`config.mk`:
```
export PLATFORM = sky130hd
export DESIGN_NAME = ascii_number_stream_parser
export DESIGN_NICKNAME = d
export VERILOG_FILES = /design/src/rtl/ascii_number_stream_parser_pkg.sv /design/src/rtl/ascii_number_stream_parser_decimal_accumulator.sv /design/src/rtl/ascii_number_stream_parser.sv
export SDC_FILE = /design/constraint.sdc
export NUM_CORES = 1
export LEC_CHECK = 0
export CAP_MARGIN = 20
export CORE_MARGIN = 8
export CORE_UTILIZATION = 40
export DETAILED_ROUTE_END_ITERATION = 10
export DONT_BUFFER_PORTS = 1
export MAX_ROUTING_LAYER = met4
export PLACE_DENSITY_LB_ADDON = 0.1
export SLEW_MARGIN = 5
export SYNTH_ARGS = -nofsm -noshare
export SYNTH_HDL_FRONTEND = slang
export SYNTH_SLANG_ARGS = --single-unit
```
`constraint.sdc`:
```
create_clock -name clk -period 5.3 [get_ports clk]
set_input_delay 0.265 -clock clk [delete_from_list [all_inputs] [get_ports clk]]
set_output_delay 0.265 -clock clk [all_outputs]
set_load 0.1 [all_outputs]
```
`src/rtl/ascii_number_stream_parser_pkg.sv`:
```
// Shared definitions for the ASCII number stream parser: character codes,
// FSM state encoding and the byte classifier used while scanning a word.
package ascii_number_stream_parser_pkg;

  localparam logic [7:0] CH_0   = 8'h30;
  localparam logic [7:0] CH_9   = 8'h39;
  localparam logic [7:0] CH_LF  = 8'h0A;
  localparam logic [7:0] CH_CR  = 8'h0D;
  localparam logic [7:0] CH_NUL = 8'h00;

  typedef enum logic [1:0] {IDLE, SCAN, EMIT, DONE} state_t;

  typedef enum logic [1:0] {BC_DIGIT, BC_IGNORE, BC_SEP} byte_class_t;

  // NUL padding and CR are transparent; anything that is not a digit ends a number.
  function automatic byte_class_t classify_byte(input logic [7:0] b);
    if (b >= CH_0 && b <= CH_9) return BC_DIGIT;
    if (b == CH_NUL || b == CH_CR) return BC_IGNORE;
    if (b == CH_LF) return BC_SEP;
    return BC_SEP;
  endfunction

endpackage

```
`src/rtl/ascii_number_stream_parser_decimal_accumulator.sv`:
```
// Combinational acc*10+digit step, evaluated four bits wider than the
// accumulator so any bit spilling above NUM_W is reported as carry.
module decimal_accumulator #(
  parameter int NUM_W = 64
) (
  input  logic [NUM_W-1:0] acc,
  input  logic [3:0]       digit,
  output logic [NUM_W-1:0] next_acc,
  output logic             carry
);

  logic [NUM_W+3:0] acc_ext;
  logic [NUM_W+3:0] wide;

  assign acc_ext  = {4'b0000, acc};
  assign wide     = (acc_ext << 3) + (acc_ext << 1) + {{NUM_W{1'b0}}, digit};
  assign next_acc = wide[NUM_W-1:0];
  assign carry    = |wide[NUM_W+3:NUM_W];

endmodule

```
`src/rtl/ascii_number_stream_parser.sv`:
```
// Scans packed 8-character words one byte per cycle and emits each decimal
// number found on a valid/ready output, with sticky overflow and end-of-input flush.
module ascii_number_stream_parser
  import ascii_number_stream_parser_pkg::*;
#(
  parameter int    UUID  = 0,
  parameter string NAME  = "",
  parameter int    NUM_W = 64
) (
  input  logic             clk,
  input  logic             rst,
  input  logic             clear,
  input  logic             in_valid,
  output logic             in_ready,
  input  logic [63:0]      in_word,
  input  logic             in_last,
  output logic             out_valid,
  input  logic             out_ready,
  output logic [NUM_W-1:0] out_number,
  output logic             out_overflow,
  output logic             done
);

  state_t           state;
  logic [2:0]       idx;
  logic [NUM_W-1:0] acc;
  logic             has_digits;
  logic             ovf;
  logic [63:0]      word;
  logic             last;

  logic [7:0]       cur_byte;
  byte_class_t      cls;
  logic [NUM_W-1:0] next_acc;
  logic             carry;
  logic             has_after;
  logic             emit_now;

  assign cur_byte = word[{idx, 3'b000} +: 8];
  assign cls      = classify_byte(cur_byte);

  // Low nibble of '0'..'9' equals byte - CH_0.
  decimal_accumulator #(.NUM_W(NUM_W)) u_acc (
    .acc      (acc),
    .digit    (cur_byte[3:0]),
    .next_acc (next_acc),
    .carry    (carry)
  );

  // A number closes on a separator, or on the final byte of the last word.
  assign has_after = has_digits | (cls == BC_DIGIT);
  assign emit_now  = ((cls == BC_SEP) && has_digits) ||
                     ((idx == 3'd7) && last && has_after);

  assign out_number   = acc;
  assign out_overflow = ovf;

  always_ff @(posedge clk or posedge rst) begin
    if (rst) begin
      state      <= IDLE;
      idx        <= 3'd0;
      acc        <= '0;
      has_digits <= 1'b0;
      ovf        <= 1'b0;
      word       <= '0;
      last       <= 1'b0;
      in_ready   <= 1'b1;
      out_valid  <= 1'b0;
      done       <= 1'b0;
    end else if (clear) begin
      state      <= IDLE;
      idx        <= 3'd0;
      acc        <= '0;
      has_digits <= 1'b0;
      ovf        <= 1'b0;
      word       <= '0;
      last       <= 1'b0;
      in_ready   <= 1'b1;
      out_valid  <= 1'b0;
      done       <= 1'b0;
    end else begin
      case (state)
        IDLE: begin
          if (in_valid) begin
            word     <= in_word;
            last     <= in_last;
            idx      <= 3'd0;
            state    <= SCAN;
            in_ready <= 1'b0;
          end
        end
        SCAN: begin
          if (cls == BC_DIGIT) begin
            acc        <= next_acc;
            has_digits <= 1'b1;
            ovf        <= ovf | carry;
          end
          if (emit_now) begin
            state     <= EMIT;
            out_valid <= 1'b1;
          end else if (idx == 3'd7) begin
            if (last) begin
              state <= DONE;
              done  <= 1'b1;
            end else begin
              state    <= IDLE;
              in_ready <= 1'b1;
            end
          end else begin
            idx <= idx + 3'd1;
          end
        end
        EMIT: begin
          if (out_ready) begin
            acc        <= '0;
            has_digits <= 1'b0;
            ovf        <= 1'b0;
            out_valid  <= 1'b0;
            if (idx == 3'd7) begin
              if (last) begin
                state <= DONE;
                done  <= 1'b1;
              end else begin
                state    <= IDLE;
                in_ready <= 1'b1;
              end
            end else begin
              state <= SCAN;
              idx   <= idx + 3'd1;
            end
          end
        end
        default: ;
      endcase
    end
  end

endmodule

```
After elaboration in Yosys (flattened, before gate mapping)
Index checks and enable logic that the tools add are counted.

word-level totals
  register bits after elaboration = 139
  bits of input ports = 70
  output and inout bits = 68
  logic and storage cells = 109

operators by class
  $add $sub $neg = 3
  $lt $le $gt $ge = 2
  equal/unequal tests = 12
  shift operators = 1
  mux-type cells = 59
  bitwise gates (word level) = 2
  reductions and logical operators = 20

operators by type and width
  kind                  count
  $mux W64              6
  $pmux W64 S2          1
  $add A67 B65 Y68      1
  $add A68 B4 Y68       1
  $shiftx A64 B7 Y8     1
  $mux W1               27
  $mux W2               13
  $eq A8 B4 Y1 const B  2
  $mux W3               5
  $ne A3 B3 Y1 const B  5
  $pmux W3 S3           1
  $reduce_and A3 Y1     3
  $ge A8 B6 Y1 const B  1
  $le A8 B6 Y1 const B  1
  $logic_not A8 Y1      1
  $pmux W1 S2           4
  $reduce_and A4 Y1     2
  $pmux W2 S3           1
  $eq A2 B2 Y1 const B  2
  $logic_and A1 B1 Y1   4
  $logic_not A2 Y1      2
  $ne A4 B4 Y1 const B  1
  $reduce_bool A2 Y1    2
  $reduce_bool A4 Y1    1
  9 further kinds       11

Depth between registers and ports, before layout
  depth after elaboration = 17
  mapped depth = 18
  mapped depth without buffers = 17

Modules after synthesis
From an unflattened synthesis, not the netlist that was laid out.

unflattened totals
  cells, all modules = 1334
  area, all modules = 11496.0 um2

modules (own cells, without submodules)
  module                      instances  cells each  area each (um2)  sequential area each (um2)
  ascii_number_stream_parser  1          691         6722.7           3479.6
  decimal_accumulator         1          643         4773.3           0.0

Least setup slack after synthesis
OpenSTA, ideal clock, no wires.

  path type = register to register
  from = reg idx[0]
  to = reg ovf (netlist: out_overflow)
  setup time = 0.141 ns
  data arrival time = 4.148 ns
  data required time = 5.159 ns
  setup slack = 1.011 ns
  cell stages (with the launch flop) = 17
  buffers on the path = 1
  clock period less this slack = 4.289 ns
  cells stage by stage = dfrtp_1 > buf_6 > mux4_2 > mux2i_1 > fa_1 > inv_1 > ha_1 > a21o_1 > and4_1 > o211ai_1 > nand2_1 > a211o_1 > a221o_1 > a211oi_2 > xnor2_1 > a2111oi_0 > a31oi_1

between the ends
  cells in the longest elaborated chain, start to end = 11
  elaborated cells between the ends (all ways) = 28
  classes of those cells = add/sub (1); order compare (2); eq/ne (3); shift (1); mux (14); bitwise (1); reduce/logical (6)

ends and longest elaborated chain
  element                                                   RTL line                           text
  start, declared                                           ascii_number_stream_parser.sv:25   logic [2:0] idx;
  start signal, assigned                                    ascii_number_stream_parser.sv:110  idx <= idx + 3'd1;
  start signal, assigned                                    ascii_number_stream_parser.sv:129  idx <= idx + 3'd1;
  $shiftx A64 B7 Y8 (*)                                     ascii_number_stream_parser.sv:39   assign cur_byte = word[{idx, 3'b000} +: 8];
  branches (longest 10 deep; another with $add A68 B4 Y68)  --
  end signal, assigned                                      ascii_number_stream_parser.sv:96   ovf <= ovf | carry;
  end, declared                                             ascii_number_stream_parser.sv:28   logic ovf;

Mark *: on every way between the ends. The select of a mux whose other input is x is not followed.
A chain may end at the register's enable or synchronous reset.

Final worst setup path
Ends and elaborated chain as after synthesis.

==> summary.md <==
| Metric | Value |
|---|---|
| Fmax | `roughly 0.20 GHz` |
| Hold path endpoint | `word[49]$_DFFE_PP0P_` |
| Worst Skew | `roughly 0.023 ns` |
| Via-to-Cell Ratio | `about 5.6` |
| Worst-Margin Slew | `between 1 and 1.5 ns` |
| Area grow syn2layout | `16.5%` |
| Ys flop type | `dfrtp_1` |
| Port Buffers | `0` |
| Int Pwr | `2.97 mW` |
| First-pass DRT Iterations | `7` |
| Layout cell share with drive strength beyond 1 | `a little over 10%` |
| CP Max Fanout | `10` |
| Fillers | `roughly 2600` |
| Slew Viols, Final | `0` |
| Clk buf depth | `2` |
| HP Start | `in_word[49]` |
| CTS buffer count | `17` |
| CP Capture Type | `flop` |
| Vias in the first global route | `just over 9000` |
| Num rows | `60` |
| Cell at the root of the clock tree | `clkbuf_16` |
| Slowest cell on the critical path | `dfrtp_2` |
| Net Sw Frac | `a little over half` |
| GRT Resource Usage Total | `a little under a fifth` |
| RSZ-0062 raised after global routing | `no` |
| WHS Path Cells | `2` |
| Non-Filler Instances | `around 1700` |
| HPWL after DPL | `22700 um` |
| Die span in x | `180 um` |
| Mapped Area | `around 0.011 mm^2` |
| Syn avg cell area | `8.76 um^2` |
| Final period util | `between 90% and 100%` |
| Post-synthesis sequential area ratio | `32.3%` |
| Final min period | `between 4 and 5 ns` |
| Syn_nets | `approximately 1400` |
| Vias after detailed routing | `slightly above 9000` |
| Initial antenna violation count | `1` |
| Post-synth ARST share | `100%` |
| Postcts setup bufs | `0` |
| # clock sinks | `approximately 140` |
| Die Y | `about 180 um` |
| Die Area | `0.0324 mm^2` |
| Post-synth EDFFs | `0` |
| Later-pin clock latency in the skew report | `0.44 ns` |
| Power Density | `roughly 510 mW/mm^2` |
| Clock Power Share | `between 10% and 20%` |
| Synthesis-stage register bit count | `139` |
| Fin. Hold Viols | `0` |
| Grt total ovfl | `0` |
| Synthesis warning total | `0` |
| Routed len/inst | `between 15 and 20 um` |
| IO Pins | `138` |
| Sw Pwr | `roughly 3.4 mW` |
| Outcome | `finished clean` |
| Setup TNS | `0 ns` |
| Clk slew on worst S/H paths | `0.08 ns` |
| Crit path cell chain | `buf_4 -> mux4_2 -> mux2i_1 -> inv_1 -> ha_1 -> ha_1 -> inv_1 -> fa_1 -> nand2b_1 -> a21oi_1 -> o2111ai_1 -> nand3_1 -> a2111oi_1 -> buf_4 -> nor2_1 -> o21ai_1 -> o31a_1 -> mux2_2 -> a31oi_1` |
| Reg power frac | `roughly a quarter` |
| Fin nets | `around 1500` |
| Critical path data required time | `around 5.7 ns` |
| Worst Reg-to-Reg Cells | `19` |
| N_diodes | `0` |
| Drt drc | `0` |
| Static Leakage | `between 5 and 6 nW` |
| MaxCap Viol Count | `0` |
| RR Endpoint | `out_overflow$_DFFE_PP0P_` |
| Final Util | `a little under half` |
| Slew HR | `29.6%` |
| CTS tree | `yes` |
| DP Cell Count | `~1600` |
| First-pass GRT wire length | `between 40000 and 50000 um` |
| Placeable Area | `between 0.02 and 0.03 mm^2` |
| Mapped Cells | `around 1200` |
| Hold Crit Class | `in -> reg` |
| R2r setup slk | `0.41 ns` |
| CP Class | `reg -> reg` |
| Routed WL | `about 30000 um` |
| Initial DRC Count | `approximately 630` |
| Setup crit start kind | `flop` |
| Maximum vdd drop | `0.237 mV` |
| Final setup viols | `0` |
| Initial core utilization | `between 40% and 50%` |
| Comb pwr share | `between 50% and 60%` |
| Largest net degree at the start of global routing | `roughly 90` |
| Crit path DAT | `about 5.2 ns` |
| Post-DRT Antenna Nets | `0` |
| Post-synthesis cell type count | `74` |
| H-Tree Depth | `4` |
| RePlAce Congestion | `about 0.87` |
| Worst r2r src | `idx[0]$_DFFE_PP0P_` |
| Largest stage delay on the critical path | `0.54 ns` |
[cells by family (layout without fill, tap and decap cells)]
group,count (synthesis),in the layout,share of synthesized area (%)
adder cells (fa/ha/maj),134,134,15.7
AO/OA/AOI/OAI,381,381,22.1
AND/OR/NAND/NOR,404,404,17.8
buffers and inverters,85,169,3.14
flip-flops,139,139,32.3
multiplexers,24,24,3.86
XOR/XNOR,62,62,5.04
[cell usage in the layout (no fill, tap or decap), types with 8 or more instances in the layout]
cell           netlist  final
o31ai_1             41     41
xor2_1              32     32
a31oi_1             10     10
clkbuf_16            0     17
o21ai_1             13     13
inv_1               24     23
a22o_1               9      9
o21a_1               8      8
dfrtp_1            138    137
nand2_1            199    199
xnor2_1             30     30
nand4_1             11     11
buf_4                0     66
ha_1               132    132
nand3_1              8      8
a211oi_1             8      8
nor3_1               8      8
nor2_1              55     55
a21o_1              28     28
mux4_2              11     11
dlygate4sd3_1        0     46
and2_1               8      8
o21ai_0            120    120
nand2b_1            75     75
a21oi_1             85     84
[flip-flops by register name, indices dropped and copies added, names as in the netlist]
signal        cells
in_ready          1
idx               3
out_valid         1
out_overflow      1
out_number       64
done              1
last              1
state             2
has_digits        1
word             64
[layer usage]
metal  track usage [%]  share of wire, %  vias to the layer above  wire [um]
met2              30.6                47                      214      14100
met3              3.31               4.6                       26       1400
li1                  -                 -                     4583          -
met1              24.7                47                     4401      14300
met4              4.43               1.5                        0        455
met5                 -                 0                        -          0
[power groups by stage]
stage	clock network [mW]	logic [mW]	registers (mW)
after floorplan	0	1.64	2.67
after global placement	0	3.53	1.58
after detailed placement	0	3.54	1.58
after CTS	1.28	3.58	1.56
after global routing	1.32	3.85	1.60
final	1.25	3.55	1.55
[cells in the mapped netlist (all sizes together), types with 3 or more instances]
cell type	instances	area share (%)
a31oi	10	0.58
o22a	3	0.24
a22o	9	0.73
and3	4	0.23
mux4	13	2.8
or2	6	0.35
mux2	4	0.42
a211oi	10	0.79
o21ai	134	6.3
dfrtp	138	32
o2111ai	4	0.33
a211o	4	0.33
nor2b	7	0.41
nand4	11	0.64
a21o	28	2.0
a21boi	4	0.28
o21bai	7	0.49
nor2	55	1.9
mux2i	7	0.65
and2	8	0.46
a41oi	3	0.24
ha	132	15
o31ai	41	2.9
o211ai	6	0.42
xor2	32	2.6
a21oi	87	4.1
nand2b	76	4.4
nor4	8	0.60
o21a	8	0.56
clkbuf	50	1.7
o22ai	3	0.17
nand3	8	0.37
nand2	199	6.9
inv	24	0.84
nor3	8	0.37
or3	4	0.23
xnor2	30	2.4
a2111oi	3	0.26
a221oi	3	0.24
buf	11	0.56
[final cells by class]
type / instances / area, um^2 / share of cell area, %
Clock inverter: 15 / 189 / 1.51
Inverter: 24 / 95.1 / 0.758
Multi-Input combinational cell: 1005 / 6970 / 55.5
Tap cell: 341 / 427 / 3.40
Clock buffer: 17 / 425 / 3.39
Timing Repair Buffer: 113 / 963 / 7.68
Sequential cell: 139 / 3480 / 27.7
[worst max-delay path: cells and delay by family, from the launching register on]
family	cells	cell delay (ns)
compound gates	6	1.54
mux	3	1.16
fa+ha+maj	3	0.58
buf+inv	4	0.56
flops	1	0.54
simple gates	3	0.40
[worst max-delay path by stage]
| stage | startpoint | endpoint | slack (ns) | depth (start not counted) |
|---|---|---|---|---|
| 2_1_floorplan | idx[0]$_DFFE_PP0P_ | out_overflow$_DFFE_PP0P_ | 1.01 | 16 |
| 3_3_place_gp | idx[0]$_DFFE_PP0P_ | out_overflow$_DFFE_PP0P_ | 0.39 | 19 |
| 3_5_place_dp | idx[0]$_DFFE_PP0P_ | out_overflow$_DFFE_PP0P_ | 0.21 | 19 |
| 4_1_cts | idx[0]$_DFFE_PP0P_ | out_overflow$_DFFE_PP0P_ | 0.15 | 19 |
| 5_1_grt | idx[0]$_DFFE_PP0P_ | out_overflow$_DFFE_PP0P_ | 0.05 | 19 |
| 6_report | idx[0]$_DFFE_PP0P_ | out_overflow$_DFFE_PP0P_ | 0.41 | 19 |
[per-stage QoR]
| step | setup slack, ns | power, mW | area, um^2 | hold slack, ns |
|---|---|---|---|---|
| global route | 0.0460 | 6.76 | 12600 | 0.00602 |
| detailed placement | 0.210 | 5.13 | 11500 | 0.344 |
| global placement | 0.388 | 5.11 | 11500 | 0.344 |
| floorplan | 1.01 | 4.31 | 10800 | 0.414 |
| finish | 0.410 | 6.36 | 12600 | 0.00238 |
| CTS | 0.149 | 6.42 | 12500 | 0.00266 |
[what timing repair did]
item / CTS / global route
hold buffers: 45 / 1
gates resized for setup: 0 / 2
setup endpoints to repair: 0 / 6
endpoints found under the hold margin: 131 / 1
(Power assumes the default switching activity.)
